<file path="src/rtl/controle_saida.sv">
// Output controller: waits for the multiplier result, shows it on the LEDs in
// three selectable views, and blinks the LEDs when the result never arrives.
module controle_saida #(
  parameter int TIMEOUT_CYCLES = 16,
  parameter int BLINK_DIV      = 25000000
) (
  input  logic       clk_i,
  input  logic       rst_i,
  input  logic       start_i,
  input  logic       done_i,
  input  logic [7:0] result_i,
  input  logic       step_i,
  output logic [7:0] led_o,
  output logic       ready_o,
  output logic       busy_o,
  output logic [1:0] fsm_state_o
);

  localparam int TW = $clog2(TIMEOUT_CYCLES);
  localparam int BW = (BLINK_DIV > 1) ? $clog2(BLINK_DIV) : 1;
  localparam logic [TW-1:0] TO_LAST = TW'(TIMEOUT_CYCLES - 1);
  localparam logic [BW-1:0] BL_LAST = BW'(BLINK_DIV - 1);

  typedef enum logic [1:0] {
    ST_IDLE  = 2'b00,
    ST_WAIT  = 2'b01,
    ST_SHOW  = 2'b10,
    ST_ERROR = 2'b11
  } state_t;

  typedef enum logic [1:0] {
    M_FULL = 2'b00,
    M_HIGH = 2'b01,
    M_LOW  = 2'b10
  } mode_t;

  state_t        state;
  mode_t         mode;
  logic [7:0]    result_r;
  logic [TW-1:0] to_cnt;
  logic [BW-1:0] blink_cnt;
  logic          step_r;
  logic          step_prev;
  logic          press;

  // step_i is active-low, so a press is the registered 1 -> 0 transition
  assign press       = step_prev & ~step_r;
  assign fsm_state_o = state;

  function automatic mode_t next_mode(input mode_t m);
    case (m)
      M_FULL:  next_mode = M_HIGH;
      M_HIGH:  next_mode = M_LOW;
      default: next_mode = M_FULL;
    endcase
  endfunction

  function automatic logic [7:0] show_led(input mode_t m, input logic [7:0] r);
    case (m)
      M_HIGH:  show_led = {4'h0, r[7:4]};
      M_LOW:   show_led = {4'h0, r[3:0]};
      default: show_led = r;
    endcase
  endfunction

  always_ff @(posedge clk_i) begin
    if (rst_i) begin
      state     <= ST_IDLE;
      mode      <= M_FULL;
      result_r  <= 8'h00;
      to_cnt    <= '0;
      blink_cnt <= '0;
      step_r    <= 1'b1;
      step_prev <= 1'b1;
      led_o     <= 8'h00;
      ready_o   <= 1'b1;
      busy_o    <= 1'b0;
    end else begin
      step_r    <= step_i;
      step_prev <= step_r;
      case (state)
        ST_IDLE: begin
          led_o <= 8'h00;
          if (start_i) begin
            state   <= ST_WAIT;
            to_cnt  <= '0;
            ready_o <= 1'b0;
            busy_o  <= 1'b1;
          end
        end
        ST_WAIT: begin
          // a result arriving in the timeout cycle still counts
          if (done_i) begin
            result_r <= result_i;
            mode     <= M_FULL;
            led_o    <= result_i;
            to_cnt   <= '0;
            state    <= ST_SHOW;
            ready_o  <= 1'b1;
            busy_o   <= 1'b0;
          end else if (to_cnt == TO_LAST) begin
            to_cnt    <= '0;
            blink_cnt <= '0;
            led_o     <= 8'hFF;
            state     <= ST_ERROR;
            ready_o   <= 1'b0;
            busy_o    <= 1'b0;
          end else begin
            to_cnt <= to_cnt + TW'(1);
          end
        end
        ST_SHOW: begin
          if (start_i) begin
            state   <= ST_WAIT;
            to_cnt  <= '0;
            ready_o <= 1'b0;
            busy_o  <= 1'b1;
          end else if (press) begin
            mode  <= next_mode(mode);
            led_o <= show_led(next_mode(mode), result_r);
          end
        end
        default: begin
          if (press) begin
            state     <= ST_IDLE;
            blink_cnt <= '0;
            led_o     <= 8'h00;
            ready_o   <= 1'b1;
            busy_o    <= 1'b0;
          end else if (blink_cnt == BL_LAST) begin
            blink_cnt <= '0;
            led_o     <= ~led_o;
          end else begin
            blink_cnt <= blink_cnt + BW'(1);
          end
        end
      endcase
    end
  end

endmodule

</file>
<file path="config.mk">
export PLATFORM = sky130hd
export DESIGN_NAME = controle_saida
export DESIGN_NICKNAME = d
export VERILOG_FILES = /design/src/rtl/controle_saida.sv
export SDC_FILE = /design/constraint.sdc
export NUM_CORES = 1
export LEC_CHECK = 0
export CORE_ASPECT_RATIO = 0.5
export CORE_MARGIN = 2
export CORE_UTILIZATION = 61
export DETAILED_ROUTE_END_ITERATION = 8
export PLACE_DENSITY_LB_ADDON = 0.3
export SYNTH_ARGS = -nofsm -noshare
export SYNTH_HDL_FRONTEND = slang
export SYNTH_SLANG_ARGS = --single-unit
</file>
<file path="constraint.sdc">
create_clock -name clk_i -period 5.7 [get_ports clk_i]
set_input_delay 0.57 -clock clk_i [delete_from_list [all_inputs] [get_ports clk_i]]
set_output_delay 0.57 -clock clk_i [all_outputs]
set_load 0.03 [all_outputs]
</file>
**After elaboration in Yosys (flattened, before gate mapping)**

Cells that the tools add are included.

- Output and inout bits: 12
- Logic and storage cells: 81
- Flip-flop bits (word level): 53
- Input bits: 13

- Reduce and logical (&&, ||, !) cells: 13
- Bitwise gates (word level): 4
- Muxes and demuxes: 38
- Equality and inequality tests: 14
- $add $sub $neg: 2

Operator list:

| operator | count |
|---|---|
| $mux 25 | 4 |
| $pmux 25 s2 | 1 |
| $mux 8 | 6 |
| $add 25x1->25 const B | 1 |
| $eq 25x25->1 const B | 1 |
| $pmux 8 s3 | 1 |
| $mux 2 | 9 |
| $pmux 8 s2 | 1 |
| $mux 4 | 3 |
| $pmux 2 s2 | 3 |
| $ne 2x2->1 const B | 5 |
| $not 8->8 | 1 |
| $pmux 4 s2 | 1 |
| $reduce_and 4->1 | 2 |
| $mux 1 | 7 |
| $eq 2x1->1 const B | 3 |
| $reduce_and 3->1 | 2 |
| $add 4x1->4 const B | 1 |
| $eq 2x2->1 const B | 2 |
| $eq 4x4->1 const B | 1 |
| $logic_not 2->1 | 2 |
| $pmux 1 s2 | 2 |
| $reduce_and 2->1 | 2 |
| $reduce_bool 2->1 | 2 |
| other kinds (7) | 8 |

**Longest topological paths before layout**

Gate-level depths: netlist of the first run.

- Depth in word-level cells: 11
- Depth in mapped cells: 7
- Gate-level depth less buffers: 6

**Worst setup path after synthesis of the first run**

Ideal clock, no wire load.

- Kind: register to register
- Start: register state[0] (netlist: fsm_state_o[0])
- End: register blink_cnt[11]
- Cell stages (with the launch flop): 6
- Clock period less this slack: 1.943 ns
- Slack: 3.757 ns
- Data required time: 5.630 ns
- Path buffers: 1
- Data arrival time: 1.873 ns
- Library setup time: 0.070 ns
- Path through: dfxtp_1 > clkbuf_1 > o21ai_1 > or2_2 > or4_1 > a21oi_1

- Word-level cells in the longest chain between the ends: 4
- Elaborated cells between the ends (all ways): 9
- Classes of those cells: 4 x eq/ne; 1 x mux; 1 x bitwise; 3 x reduce/logical

Ends and longest elaborated chain:

| item | RTL line | RTL |
|---|---|---|
| start: declaration | 37 | `state_t state;` |
| start signal: assignment | 68 | `state <= ST_IDLE;` |
| start signal: assignment | 85 | `state <= ST_WAIT;` |
| start signal: assignment | 98 | `state <= ST_SHOW;` |
| $eq 2x2->1 or $logic_not 2->1 (tied branches) | 81 | `case (state)` |
| $reduce_or 2->1 (no source line) | n/a |  |
| $not 1->1 (no source line) | n/a |  |
| $reduce_and 3->1 (no source line) | n/a |  |
| end signal: assignment | 134 | `blink_cnt <= blink_cnt + BW'(1);` |
| end: declaration | 41 | `logic [BW-1:0] blink_cnt;` |

Parallel ways exist; a longest one is shown, timed or not.
A chain may end at the register's enable or synchronous reset.

**Worst setup path after layout of the first run**

- Start: input port done_i
- End: register blink_cnt[11]

- Word-level cells in the longest chain between the ends: 2

Ends and longest elaborated chain:

| item | RTL line | RTL |
|---|---|---|
| start: declaration | 10 | `input logic done_i,` |
| $ne 2x2->1 (no source line) | n/a |  |
| $reduce_and 3->1 (no source line) | n/a |  |

No other way between the ends.

==> results.cfg, run 1 <==
[sta]
finalMaxSlewViolations = 0
hold_viol = 0
worst_clock_skew_ns = 0.00671
timing.fmax_ghz = 0.369
setup_viol = 0
fin_crit_sh = 0.475
finalCriticalPeriod_ns = 2.71
tightest_slew_ns = 1.11
rsz0062_at_grt = false
fin_tns_setup_ns = 0
maxSlewHeadroom = 0.261

[power]
vdd_drop_max_mv = 0.192
seqPwrFrac = 0.491
p_int_mw = 0.600
power_frac_comb = 0.131
p_leak_nw = 1.00
pwr_density_cell_nw_per_um2 = 263
p_sw_mw = 0.209
power_frac_clock = 0.378
p_sw_frac = 0.258

[finish]
layout_common_cells = dfxtp_1 (53), nor2_1 (39), a21oi_1 (30)
area_delta_synth_final_pct = 14.3
finalNetCount = 365
diodes = 0
layout_commonest_cell = dfxtp_1
drive_above_1_share = 0.0570
final_cells = 405

[critical_path]
max_stage_delay_ns = 0.59
crit_path_start_kind = input pin
crit_slowest_cell = clkdlybuf4s50_1
crit_fanout = 14
end_kind = register
worstSetupPathType = input pin to register
crit_chain = clkdlybuf4s50_1 > and4b_1 > o21ai_1 > or2_2 > or4_1 > a21oi_1
cp.arrival_ns = 2.96
required_ns = 5.96
r2r_slack_ns = 3.08

[route]
via_count = 2643
wl_met3_um = 605
via_per_inst = 6.53
dr.first_iter.drc_count = 194
drc_errors = 0
top_layer = met4
drt_first_pass_iters = 4
met1Wirelength_mm = 2.92
wl_met2_mm = 3.23
ant_nets = 0
avgRoutedWirePerCell_um = 17.1
drt-total-wl_mm = 6.92

[place]
portBuffers = 24
placed_cells = 397
place_congestion = 0.903
dpl.hpwl_mm = 4.87

[cts]
clkTransAtPathRegs_ns = 0.10
cts_tree = done
cts-root-buf = clkbuf_8
cts_resized = 0
clock_path_buffers = 2
ctsHoldBuffers = 0
insertion_delay_ns = 0.32
cts_buffers = 5
ctsHtreeMaxLevel = 2
cts_setup_buffers = 0
clock-sinks = 53

[synthesis]
synth_top_area_frac = 0.395
yosysTopAreaCell = dfxtp_1
post_synth.cell_area_avg_um2 = 8.02
synthesis.nets = 350
synth_area_um2 = 2690
synth_warnings = 0
async_flop_share = 0
ys_ff_latch = 53
synth.area.top_cells = dfxtp_1 (40%), a21oi_1 (5.6%), nor2_1 (5.5%)
synth-seq-area-share = 0.395
synth_cells = 335
synth_edf_count = 0
synth_cell_types = 48
ys.flop_type = dfxtp_1

[grt]
first_global_vias = 2512
grt_max_degree = 31
grt_pass1_wl_mm = 11.6
grt_usage = 0.291
grt_antenna_before_repair = 0
grt_overflow_total = 0

[floorplan]
initial_core_util = 0.661
io_pins = 25
core_um2 = 4060
die_h_um = 50.9
die_area_um2 = 4980
die_x_um = 97.8
rows = 16

[run]
drv_cap = 0

[hold_path]
hp-class = register to register

[outcome]
outcome = finished, final reports clean
[synth_stat cells (8+ instances only)]
cell	count
dfxtp_1	53
xnor2_1	13
a31oi_1	11
clkbuf_1	14
nor3_1	10
nand2_1	26
nand3_1	15
nand4_1	10
a21oi_1	30
inv_1	8
o21ai_0	17
nor2_1	39
[flip-flops by register name (all words and copies together), names as in the netlist]
name and cells:
to_cnt 4, led_o 8, mode 2, blink_cnt 25, ready_o 1, busy_o 1, result_r 8, step_prev 1
fsm_state_o 2, step_r 1
[cells by family after synthesis]
kind of cell	synth area share
simple gates	0.278
compound gates	0.215
flops	0.395
buf+inv	0.0359
xor+xnor	0.0522
mux	0.0149
fa+ha+maj	0.00932
[worst paths after layout]
kind | startpoint | end | cells after the start
setup / recovery | done_i | blink_cnt[11] | 6
hold / removal | step_r | step_prev | 1
setup reg to reg | fsm_state_o[0] | result_r[3] | 4
hold reg to reg | step_r | step_prev | 1
[worst max-delay path: cells and delay by family]
kind,cells,cell delay (ns)
buffers and inverters,1,0.59
AND/OR/NAND/NOR,3,1.35
AO/OA/AOI/OAI,2,0.46
[stage by stage]
step / setup WS [ns] / total power [mW] / hold WS, ns / utilization / area, um^2
after detailed placement: 2.72 / 0.508 / 0.466 / 0.722 / 2930
after global routing: 2.86 / 0.830 / 0.521 / 0.755 / 3070
after global placement: 2.80 / 0.504 / 0.442 / 0.722 / 2930
after floorplan: 3.76 / 0.468 / 0.432 / - / 2690
final: 2.99 / 0.808 / 0.483 / 0.755 / 3070
after CTS: 3.03 / 0.804 / 0.486 / 0.755 / 3070
[layout make-up]
type | count | area, um^2
Tap cell | 54 | 67.6
Clock inverter | 3 | 65.1
Inverter | 8 | 30.0
Multi-Input combinational cell | 257 | 1530
Sequential cell | 53 | 1060
Clock buffer | 5 | 68.8
Timing Repair Buffer | 25 | 248
Fill cell | 315 | 996
[power groups by stage]
| stage | clock network, mW | logic [mW] | registers (mW) |
|---|---|---|---|
| final | 0.305 | 0.106 | 0.397 |
| after global routing | 0.317 | 0.114 | 0.399 |
| after CTS | 0.303 | 0.105 | 0.397 |
| after detailed placement | 0 | 0.103 | 0.405 |
| after global placement | 0 | 0.0999 | 0.404 |
| after floorplan | 0 | 0.0528 | 0.415 |
[layer usage]
metal / track usage / up-vias
li1: - / 1266
met1: 0.365 / 1223
met2: 0.510 / 131
met3: 0.0547 / 23
met4: 0.111 / 0
met5: 0 / -
Note: power is estimated with default switching activity, not from simulation.
==> inputs of run 2 (changes only) <==
CORE_UTILIZATION = 51   (was 61)
clock period = 2.48 ns   (was 5.7 ns; I/O delays follow)
==> run 2 against run 1 <==
Worst setup slack got worse by 2.7 ns. First-iteration DRC count fell by 39%. Count of clock-buffer cells in the layout rose by 1. Utilization fell by 14 points. Hold slack got worse by 0.0044 ns. Non-clock buffer count rose by 6. Sequential power rose by 130%. Clock power rose by 66%. Cell count rose by 5.2%.
==> results.cfg, run 2 (synthesis gave the netlist of run 1 again) <==
[critical_path]
path_buf_inv = 2
crit_slowest_cell = dfxtp_1
max_stage_delay_ns = 0.68
worstSetupPathType = register to output port
end_kind = output port
worstRegToRegCells = 5
r2r_slack_ns = 0.43
timing.rr.start = fsm_state_o[1]
crit_path_start_kind = register
cp.arrival_ns = 1.90
crit_family = buffers and inverters
crit_chain = buf_4 > clkdlybuf4s50_1
crit_fanout = 18
r2r_end = led_o[4]
required_ns = 2.23

[cts]
cts_resized = 0
ctsHoldBuffers = 0
clkTransAtPathRegs_ns = 0.09
cts_tree = done
cts_buffers = 5
ctsHtreeMaxLevel = 2
clock_path_buffers = 2
insertion_delay_ns = 0.31
cts-root-buf = clkbuf_8
clock-sinks = 53
cts_setup_buffers = 0

[route]
wl_met3_um = 297
via_count = 2538
ant_nets = 0
drc_errors = 0
met1Wirelength_mm = 3.06
drt-total-wl_mm = 6.45
wl_met2_mm = 3.03
dr.first_iter.drc_count = 119
via_per_inst = 5.96
drt_first_pass_iters = 4
avgRoutedWirePerCell_um = 15.1
top_layer = met4

[power]
power_frac_comb = 0.149
p_total_mw = 1.66
pwr_density_cell_nw_per_um2 = 538
power_frac_clock = 0.304
p_int_mw = 1.20
p_leak_nw = 1.01
p_sw_mw = 0.458
p_sw_frac = 0.276
vdd_drop_max_mv = 0.264
seqPwrFrac = 0.548

[grt]
grt_pass1_wl_mm = 10.6
first_global_vias = 2215
grt_overflow_total = 0
grt_max_degree = 25
grt_antenna_before_repair = 0
grt_usage = 0.226

[place]
portBuffers = 24
place_congestion = 0.892
dpl.hpwl_mm = 4.72
placed_cells = 419

[sta]
timing.fmax_ghz = 0.466
rsz0062_at_grt = false
setup_viol = 0
hold_ws_ns = 0.478
hold_viol = 0
fin_tns_setup_ns = 0
worst_clock_skew_ns = 0.00729
tightest_slew_ns = 0.658
finalMaxSlewViolations = 0
finalCriticalPeriod_ns = 2.15
maxSlewHeadroom = 0.560
fin_crit_sh = 0.865

[floorplan]
initial_core_util = 0.537
core_um2 = 5000
io_pins = 25
die_area_um2 = 5900
rows = 18
die_x_um = 107
die_h_um = 55.3

[finish]
drive_above_1_share = 0.0702
finalNetCount = 371
diodes = 0
area_delta_synth_final_pct = 15.1
top_regs = blink_cnt: 25 flops, led_o: 8 flops, result_r: 8 flops
largest_reg_flops = 25
regMostFlops = blink_cnt
layout_commonest_cell = dfxtp_1
final_cells = 426
fin_util = 0.618
layout_common_cells = dfxtp_1 (53), nor2_1 (39), a21oi_1 (30)

[hold_path]
hp-class = register to register
min_from = to_cnt[1]
min_path_cells = 2
hold_end = to_cnt[1]

[outcome]
outcome = finished, final reports clean

[run]
drv_cap = 0
run 2: final cells by class:
class / instances / area [um^2]
clock inverters: 1 / 7.51
inverters: 8 / 30.0
flip-flops and latches: 53 / 1060
repair buffers: 31 / 293
multi-input cells: 257 / 1530
fillers: 449 / 1910
clock buffers: 6 / 82.6
well taps: 70 / 87.6
run 2: through the flow:
stage / setup WS [ns] / cell area, um^2
finish: 0.334 / 3090
global route: 0.232 / 3090
CTS: 0.331 / 3090
detailed placement: 0.368 / 3000
global placement: 0.402 / 3000
floorplan: 0.537 / 2690
run 2: worst max-delay path by stage:
stage                          end  depth (start not counted)            from  slack [ns]
finish              fsm_state_o[0]                          2  fsm_state_o[0]        0.33
floorplan            blink_cnt[11]                          5  fsm_state_o[0]        0.54
CTS                 fsm_state_o[0]                          2  fsm_state_o[0]        0.33
global route        fsm_state_o[0]                          2  fsm_state_o[0]        0.23
detailed placement   blink_cnt[11]                          6          done_i        0.37
global placement     blink_cnt[11]                          6          done_i        0.40
run 2: metal layers:
metal | global-route usage | up-vias
met5 | 0 | -
met4 | 0.0649 | 0
met3 | 0.0531 | 7
met2 | 0.353 | 53
met1 | 0.314 | 1203
li1 | - | 1275
run 2: power groups by stage:
stage               registers, mW  clock network [mW]  logic (mW)
floorplan                   0.954                   0       0.121
global placement            0.928                   0       0.241
detailed placement          0.929                   0       0.246
CTS                         0.909               0.516       0.247
global route                0.916               0.563       0.266
finish                      0.910               0.505       0.247
run 2: worst min-delay path, stage by stage (launching register included):
cell     delay, ns
dfxtp_1       0.33
nand2_1       0.06
a21oi_1       0.05
==> inputs of run 3 (changes only) <==
CAP_MARGIN = 20   (was unset)
CORE_UTILIZATION = 53   (was 51)
CTS_BUF_LIST = sky130_fd_sc_hd__clkbuf_2   (was unset)
GPL_ROUTABILITY_DRIVEN = 0   (was unset)
==> run 3 against run 2 <==
Non-clock buffer count increased by 1. Largest power group unchanged. Critical path type unchanged. Sequential power is essentially flat. Final area is 0.36% higher. Power up 3.7%.
==> results.cfg, run 3 (synthesis gave the netlist of run 1 again) <==
[grt]
met1_usage = 0.294
grt.busiest_layer = met2
grt_util_met2 = 0.430
grt_antenna_before_repair = 0
grt_max_degree = 28
grt_pass1_wl_mm = 10.7
met3_usage = 0.0488
first_global_vias = 2356
grt_usage = 0.237
grt_overflow_total = 0

[finish]
layout_common_cells = dfxtp_1 (53), nor2_1 (39), a21oi_1 (30)
largest_reg_flops = 25
diodes = 0
top_regs = blink_cnt: 25 flops, led_o: 8 flops, result_r: 8 flops
seqCellArea_um2 = 1060
drive_above_1_share = 0.0754
layout_commonest_cell = dfxtp_1
area_delta_synth_final_pct = 15.5
finalNetCount = 372
regMostFlops = blink_cnt
multi_input_area_um2 = 1530
fill_cells = 438

[route]
drc_errors = 0
drt_first_pass_iters = 4
via_count = 2538
dr.first_iter.drc_count = 85
via_per_inst = 5.93
ant_nets = 0
drt-total-wl_mm = 6.51
avgRoutedWirePerCell_um = 15.2

[cts]
cts_resized = 0
cts_setup_buffers = 0
clock-sinks = 53
cts-root-buf = clkbuf_2
cts_tree = done
insertion_delay_ns = 0.45
ctsHtreeMaxLevel = 2
clkTransAtPathRegs_ns = 0.28
ctsHoldBuffers = 0
cts_buffers = 5
clock_path_buffers = 2

[critical_path]
crit_path_start_kind = register
cp.arrival_ns = 2.11
required_ns = 2.23
worstSetupPathType = register to output port
end_kind = output port
crit_fanout = 18

[sta]
fin_tns_setup_ns = 0
finalMaxSlewViolations = 0
tightest_slew_ns = 0.558
hold_viol = 0
hold_ws_ns = 0.350
rsz0062_at_grt = false
fin_crit_sh = 0.949
worst_clock_skew_ns = 0.0223
timing.fmax_ghz = 0.425
maxSlewHeadroom = 0.628
finalCriticalPeriod_ns = 2.35
setup_viol = 0

[power]
p_total_mw = 1.72
vdd_drop_max_mv = 0.299
pwr_density_cell_nw_per_um2 = 556
p_leak_nw = 1.02

[run]
drv_cap = 0

[floorplan]
die_h_um = 54.3
die_area_um2 = 5690
initial_core_util = 0.547
rows = 18
core_um2 = 4910
die_x_um = 105
io_pins = 25

[place]
portBuffers = 24
dpl.hpwl_mm = 4.79

[hold_path]
hp-class = input pin to register

[outcome]
outcome = finished, final reports clean
## run 3: changes by cell type in the layout (fill, tap and decap cells not counted)
cell        delta
inv_6          +1
clkinvlp_4     -1
buf_4          +1
bufinv_16      +2
clkbuf_8       -6
clkbuf_2       +5
## run 3: final timing paths
path                  startpoint             end  slack (ns)  cells past startpoint
hold reg to reg        to_cnt[1]       to_cnt[1]        0.50                      2
setup reg to reg    blink_cnt[0]   blink_cnt[22]        0.39                      8
setup / recovery  fsm_state_o[0]  fsm_state_o[0]        0.13                      2
hold / removal            step_i          step_r        0.35                      2
## run 3: area by class of cell
cell class,instances,area share
Multi-Input combinational cell,257,0.493
Sequential cell,53,0.342
Timing Repair Buffer,32,0.0969
Tap cell,70,0.0282
Clock inverter,3,0.0222
Inverter,8,0.00969
Clock buffer,5,0.00807
## run 3: per-layer routing
layer  wire length (um)  part of all wire
met4                 54            0.0083
met5                  0                 0
met3                350             0.054
met2               3090              0.47
met1               3020              0.46
## run 3: worst max-delay path, stage by stage, from the launching register on
cell,delay [ns]
dfxtp_1,0.74
buf_4,0.24
clkdlybuf4s50_1,0.67
## run 3: where the power goes
part / internal, mW / switching [mW]
Sequential: 0.883 / 0.0299
Clock: 0.275 / 0.288
Combinational: 0.105 / 0.144
## run 3: metrics by stage
| stage | instances | util | setup WS (ns) | cell area, um^2 |
|---|---|---|---|---|
| 2_1_floorplan | 335 | - | 0.537 | 2690 |
| 3_3_place_gp | 420 | 0.612 | 0.416 | 3010 |
| 3_5_place_dp | 420 | 0.612 | 0.348 | 3010 |
| 4_1_cts | 428 | 0.631 | 0.137 | 3100 |
| 5_1_grt | 428 | 0.631 | 0.0293 | 3100 |
| 6_report | 428 | 0.631 | 0.125 | 3100 |
==> edit: new RTL, flow settings as in run 2 <==
Encoding of `mode_t`: now one-hot (3 bits for 3 values).
--- a/src/rtl/controle_saida.sv
+++ b/src/rtl/controle_saida.sv
@@ -28,10 +28,10 @@
     ST_ERROR = 2'b11
   } state_t;
 
-  typedef enum logic [1:0] {
-    M_FULL = 2'b00,
-    M_HIGH = 2'b01,
-    M_LOW  = 2'b10
+  typedef enum logic [2:0] {
+    M_FULL = 3'b001,
+    M_HIGH = 3'b010,
+    M_LOW  = 3'b100
   } mode_t;
 
   state_t        state;
Formal check against the unedited RTL: no difference found for any inputs over 10 cycles, from zero or initial values and one cycle with rst_i high; not proved beyond that.
==> edit against run 2 <==
Core utilization increased by 0.59 points; sequential power about the same; worst setup slack got worse by 0.18 ns; routed wire length increased by 11%; sequential cell count increased by 1; area after synthesis increased by 7.6%; critical path type is now flip-flop to flip-flop; cell area increased by 10%; power increased by 13%; critical endpoint is now blink_cnt[24].
==> edit: results (changes against run 2) <==
outcome complete, no violations; Met2 Routed Length 3390 um (+12%); R2R setup slack 0.15 ns (-0.28 ns); Min Hold Slack 0.450 ns (-0.0281 ns); CP max-delay cell or4_1; post-synthesis cell type count 52 (+8.3%); Total Routing Usage GR 0.233 (+0.00664); clk pwr 726 uW (+44%); Worst-Margin Slew 0.887 ns (+0.228 ns); largest net degree at the start of global routing 32 (+28%); Final Wtd Congestion 0.936 (+4.9%); Via Count 2828 (+11%); hpwl dp 4930 um (+4.4%); terminating pin of the worst hold path step_prev; r2r startpoint blink_cnt[1]; FF-to-FF End blink_cnt[24]; vias in the first global route 2615 (+18%); routed wl met3 493 um (+66%); CP top delay family simple AND/OR/NAND/NOR gates; Sw Pwr 499 uW (+8.8%); post-synthesis adder-cell area fraction 0.0216 (+0.0123); R2R cell count 6 (+1); M3 GR Usage 0.0531 (about the same); met1 usage 0.289 (-0.0255); CP Max Fanout 3 (-15); Pleak 1.17 nW (+16%)
==> edit: worst max path at each step <==
stage | start | to | slack, ns | cells after the start
after floorplan | blink_cnt[0] | blink_cnt[24] | 0.26 | 6
after global placement | blink_cnt[0] | blink_cnt[24] | 0.24 | 6
after detailed placement | blink_cnt[0] | blink_cnt[24] | 0.18 | 6
after CTS | blink_cnt[0] | blink_cnt[24] | 0.13 | 6
after global routing | blink_cnt[1] | blink_cnt[24] | 0.02 | 6
final | blink_cnt[1] | blink_cnt[24] | 0.15 | 6
==> edit: stage by stage <==
step | setup slack [ns] | cells | instance area [um^2]
floorplan | 0.263 | 353 | 2890
global placement | 0.238 | 446 | 3250
detailed placement | 0.183 | 446 | 3250
CTS | 0.132 | 454 | 3400
global route | 0.0217 | 454 | 3410
finish | 0.150 | 454 | 3410
==> edit: area by class of cell <==
class                   count  area share
well taps                  73      0.0268
clock buffers               5      0.0367
clock inverters             3     0.00770
inverters                   9     0.00990
multi-input cells         272       0.500
flip-flops and latches     54       0.317
repair buffers             38       0.101
